**src/rtl/cbus_pkg.sv**
```systemverilog
// Shared cbus request/response payload types between the caches, the arbiter
// and the memory-side bridge.
package cbus_pkg;

    localparam int unsigned ADDR_W = 32;
    localparam int unsigned DATA_W = 32;
    localparam int unsigned LEN_W  = 8;
    localparam int unsigned STRB_W = DATA_W / 8;

    typedef struct packed {
        logic              valid;
        logic              is_write;
        logic [ADDR_W-1:0] addr;
        logic [LEN_W-1:0]  len;
        logic [DATA_W-1:0] data;
        logic [STRB_W-1:0] strobe;
    } cbus_req_t;

    typedef struct packed {
        logic              ready;
        logic              last;
        logic [DATA_W-1:0] data;
    } cbus_resp_t;

endpackage

```
**src/rtl/cbus_arbiter.sv**
```systemverilog
// Round-robin arbiter granting whole cbus bursts from the cache miss ports to
// the single memory-side cbus; responses go back only to the granted port.
module cbus_arbiter
    import cbus_pkg::*;
#(
    parameter int unsigned NUM_PORTS = 2,
    parameter int unsigned IDX_BIT   = 1
) (
    input  logic               clk,
    input  logic               reset,
    input  cbus_req_t          ireqs  [NUM_PORTS],
    output cbus_resp_t         iresps [NUM_PORTS],
    output cbus_req_t          oreq,
    input  cbus_resp_t         oresp,
    output logic               busy,
    output logic [IDX_BIT-1:0] grant_idx,
    output logic               err
);

    typedef enum logic {
        IDLE = 1'b0,
        BUSY = 1'b1
    } state_t;

    state_t             state, state_n;
    cbus_req_t          saved_req, saved_n;
    logic [IDX_BIT-1:0] grant_n;
    logic [LEN_W-1:0]   beat_cnt, beat_cnt_n;
    logic               err_n;

    logic               found;
    logic [IDX_BIT-1:0] win;
    logic [IDX_BIT-1:0] cand;

    // Scan starts one past the last grant so every port gets its turn.
    always_comb begin
        found = 1'b0;
        win   = '0;
        cand  = '0;
        for (int unsigned k = 1; k <= NUM_PORTS; k++) begin
            cand = IDX_BIT'((32'(grant_idx) + k) % NUM_PORTS);
            if (!found && ireqs[cand].valid) begin
                found = 1'b1;
                win   = cand;
            end
        end
    end

    always_ff @(posedge clk) begin
        if (reset) begin
            state     <= IDLE;
            saved_req <= '0;
            grant_idx <= IDX_BIT'(NUM_PORTS - 1);
            beat_cnt  <= '0;
            err       <= 1'b0;
        end else begin
            state     <= state_n;
            saved_req <= saved_n;
            grant_idx <= grant_n;
            beat_cnt  <= beat_cnt_n;
            err       <= err_n;
        end
    end

    // Next-state: latch the winner in IDLE, count beats and close out in BUSY.
    always_comb begin
        state_n    = state;
        saved_n    = saved_req;
        grant_n    = grant_idx;
        beat_cnt_n = beat_cnt;
        err_n      = err;
        case (state)
            IDLE: begin
                if (found) begin
                    saved_n    = ireqs[win];
                    grant_n    = win;
                    beat_cnt_n = '0;
                    state_n    = BUSY;
                end
            end
            BUSY: begin
                if (oresp.ready) begin
                    beat_cnt_n = beat_cnt + LEN_W'(1);
                    if (oresp.last) begin
                        state_n = IDLE;
                        if (beat_cnt != saved_req.len) begin
                            err_n = 1'b1;
                        end
                    end
                end
            end
            default: state_n = IDLE;
        endcase
    end

    // Outputs are decoded from registered state only; responses are steered
    // to the granted port and every other port sees zero.
    always_comb begin
        oreq = '0;
        busy = 1'b0;
        for (int unsigned i = 0; i < NUM_PORTS; i++) begin
            iresps[i] = '0;
        end
        if (state == BUSY) begin
            oreq              = saved_req;
            oreq.valid        = 1'b1;
            busy              = 1'b1;
            iresps[grant_idx] = oresp;
        end
    end

endmodule

```
**config.mk**
```make
export PLATFORM = sky130hd
export DESIGN_NAME = cbus_arbiter
export DESIGN_NICKNAME = d
export VERILOG_FILES = /design/src/rtl/cbus_pkg.sv /design/src/rtl/cbus_arbiter.sv
export SDC_FILE = /design/constraint.sdc
export NUM_CORES = 1
export LEC_CHECK = 0
export ABC_AREA = 0
export BUFFER_PORTS_ARGS = -buffer_cell sky130_fd_sc_hd__buf_2
export CAP_MARGIN = 20
export CELL_PAD_IN_SITES_DETAIL_PLACEMENT = 0
export CELL_PAD_IN_SITES_GLOBAL_PLACEMENT = 1
export CORE_MARGIN = 2
export CORE_UTILIZATION = 29
export DETAILED_ROUTE_END_ITERATION = 12
export GPL_TIMING_DRIVEN = 0
export MAX_ROUTING_LAYER = met4
export PLACE_DENSITY_LB_ADDON = 0.1
export REMOVE_ABC_BUFFERS = 1
export SETUP_SLACK_MARGIN = 0.2
export SYNTH_ARGS = -nofsm -noshare
export SYNTH_HDL_FRONTEND = slang
export SYNTH_SLANG_ARGS = --single-unit
```
**constraint.sdc**
```tcl
create_clock -name clk -period 1.8 [get_ports clk]
set_input_delay 0.09 -clock clk [delete_from_list [all_inputs] [get_ports clk]]
set_output_delay 0.09 -clock clk [all_outputs]
set_load 0.03 [all_outputs]
```
==> impl_metrics.env <==
export IMPL_vdd_ir_drop_max_mv=0.351
export IMPL_outcome="finished clean"
export IMPL_synth_seq_cells=88
export IMPL_met1_length_mm=7.93
export IMPL_syn_mean_instance_area_um2=8.57
export IMPL_cap_violations=0
export IMPL_die_area_mm2=0.0183
export IMPL_yosysMostFrequentCell="and2_1"
export IMPL_clk_pin_slew_ns=0.06
export IMPL_rsz0062_at_grt="true"
export IMPL_ios=341
export IMPL_crit_fanout=5
export IMPL_drt_iter0_drc=90
export IMPL_fillers=1618
export IMPL_postSynthCellCount=584
export IMPL_routed_wl_mm=20.2
export IMPL_place_congestion=0.762
export IMPL_drc=0
export IMPL_die_height_um=135
export IMPL_met3WireLength_mm=1.28
export IMPL_synth_top_area_share_pct=35.2
export IMPL_grt_pass1_wl_mm=27.7
export IMPL_final_seq_area_mm2=0.00177
export IMPL_seq_area_frac_synth_pct=35.2
export IMPL_grt_max_degree=55
export IMPL_wl_met2_mm=10.3
export IMPL_viasPerCell=4.74
export IMPL_routed_top_layer="met4"
export IMPL_rrSetupSlack_ns=0.23
export IMPL_initial_utilization_pct=29.3
export IMPL_grtUsageTotal_pct=20.5
export IMPL_cts_hold_buffers=0
export IMPL_portBuffers=340
export IMPL_wl_per_cell_um=17.3
export IMPL_drive_above_1_share_pct=47.5
export IMPL_slew_headroom_pct=46.9
export IMPL_root_buffer="clkbuf_16"
export IMPL_hold_class="in2reg"
export IMPL_tightest_slew_ns=0.795
export IMPL_yosys_warnings=0
export IMPL_min_delay_start="ireqs[77]"
export IMPL_yosysUniqueCellTypes=31
export IMPL_synth_flop_cell="dfxtp_1"
export IMPL_crit_reg2reg_launch="state"
export IMPL_startpoint_type="flip-flop"
export IMPL_rows=48
export IMPL_place_inst=1101
export IMPL_firstDrtPassIters=4
export IMPL_clkSinkCount=88
export IMPL_setup_viol=0
export IMPL_hpwlAfterDp_mm=12.9
export IMPL_cts_path_max_buffers=2
export IMPL_multi_input_area_mm2=0.00309
export IMPL_startpoint="state"
export IMPL_areaGrowthSynthToFinish_pct=65.0
export IMPL_p_per_area_mw_per_mm2=765
export IMPL_power_mw=6.32
export IMPL_fin_cells=1167
export IMPL_cp_arrival_ns=1.49
export IMPL_placed_area_mm2=0.00693
export IMPL_synth_top_cell_by_area="dfxtp_1"
export IMPL_antenna_found_initial=3
export IMPL_hold_violations=0
export IMPL_postLayoutCellArea_mm2=0.00826
export IMPL_nNetsFinal=1126
export IMPL_h_tree_depth=3
export IMPL_worst_endpoint_required_ns=1.71
export IMPL_cts_tree="built"
export IMPL_period_share_pct=87.5
export IMPL_cts_buffers=9
export IMPL_synthTopCellsByArea="dfxtp_1, mux2i_1, and2_1, a211oi_1, nor2_1"
export IMPL_critPathKind="reg2out"
export IMPL_ant_nets=0
export IMPL_fp_dieW_um=135
export IMPL_cp_end_kind="output port"
export IMPL_gr_total_overflow=0
export IMPL_fin_worst_skew_ns=0.00850
export IMPL_grt_pass1_vias=5149
export IMPL_synth_async_reset_ratio_pct=0
export IMPL_clock_latency_ns=0.35
export IMPL_synthTopCellsByCount="and2_1, dfxtp_1, nor2_1, a211oi_1, mux2i_1"
export IMPL_drv_slew=0
export IMPL_min_period_ns=1.58
export IMPL_synth_edf_count=0
export IMPL_timing_fmax_mhz=635
export IMPL_synth_area_mm2=0.00500
export IMPL_p_leak_nw=4.11
export IMPL_fin_worst_hold_slack_ns=0.0553
export IMPL_core_mm2=0.0171
export IMPL_vias=5529
layout make-up:
cell class / count / share of cell area, %
Multi-Input combinational cell: 440 / 37.4
Clock buffer: 12 / 3.23
Sequential cell: 88 / 21.4
Tap cell: 225 / 3.41
Antenna cell: 4 / 0.121
Clock inverter: 4 / 0.621
Inverter: 1 / 0.0455
Timing Repair Buffer: 393 / 33.7
worst max-delay path, stage by stage (launching register included):
cell	delay, ns
dfxtp_4	0.39
buf_16	0.12
nor2b_4	0.21
buf_6	0.14
and2_1	0.15
buf_6	0.14
what timing repair did:
item                                    in CTS  in global routing
pin swaps                                    3                 11
setup buffers                               21                 13
gates cloned                                 8                  4
endpoints found under the setup margin     200                123
gates resized for setup                     22                174
final timing paths:
path | to | depth (start not counted)
max reg2reg | beat_cnt[3] | 7
min | grant_idx | 2
min reg2reg | err | 2
max | iresps[45] | 5
power breakdown:
part | switching (mW) | internal (mW) | total [mW] | leakage [nW]
clock | 0.810 | 1.19 | 2.00 | 0.155
combinational | 1.13 | 0.950 | 2.08 | 3.23
sequential | 0.101 | 2.14 | 2.24 | 0.731
total | 2.04 | 4.28 | 6.32 | 4.11
kinds of logic (layout without fill, tap and decap cells):
group,count (synthesis),in the layout,share of synthesized area [%]
and+or+nand+nor,260,262,27.8
adders and majority gates,1,1,0.250
muxes,77,77,15.4
buffers and inverters,58,410,6.28
other,0,4,0
AOI/OAI and AO/OA,87,87,12.8
DFF,88,88,35.2
xor gates and xnor gates,13,13,2.28
metal layers:
layer / global-route usage, % / vias to the layer above
li1: - / 2736
met1: 21.7 / 2529
met2: 36.6 / 231
met3: 3.67 / 33
met4: 10.3 / 0
met5: - / -
metrics by stage:
stage          util (%)  setup slack [ns]  setup TNS (ns)
3_3_place_gp       39.1             -9.52        -1029.65
4_1_cts            45.2             0.176               0
5_1_grt            48.4             0.173               0
2_1_floorplan         -             -5.39         -569.11
6_report           48.4             0.224               0
3_5_place_dp       40.6            -0.608          -45.97
registers in the layout, indices dropped and copies added (netlist names):
| register | flops |
|---|---|
| err | 1 |
| saved_req | 77 |
| beat_cnt | 8 |
| grant_idx | 1 |
| state | 1 |
cells in the final DEF, fill, tap and decap left out, types with 2 or more instances in the layout:
cell,Yosys,final
dfxtp_1,88,86
nor2_1,88,87
xnor2_1,11,11
clkbuf_4,0,5
clkbuf_8,0,3
mux2i_2,0,6
nor2b_4,0,2
xor2_1,2,2
and3_1,34,33
nand3_1,5,5
a211oi_1,77,73
buf_6,0,39
and2_1,112,101
buf_4,6,55
diode_2,0,4
nor4_2,0,2
buf_2,11,274
o21ai_0,3,2
a211oi_2,0,4
bufbuf_16,0,4
nand4_1,5,5
mux2i_1,77,70
dfxtp_4,0,2
clkbuf_16,0,13
a21oi_1,4,3
and2_4,0,11
buf_12,3,5
nand2_1,4,4
buf_16,0,7
No activity file was read; power rests on OpenSTA's default activity.
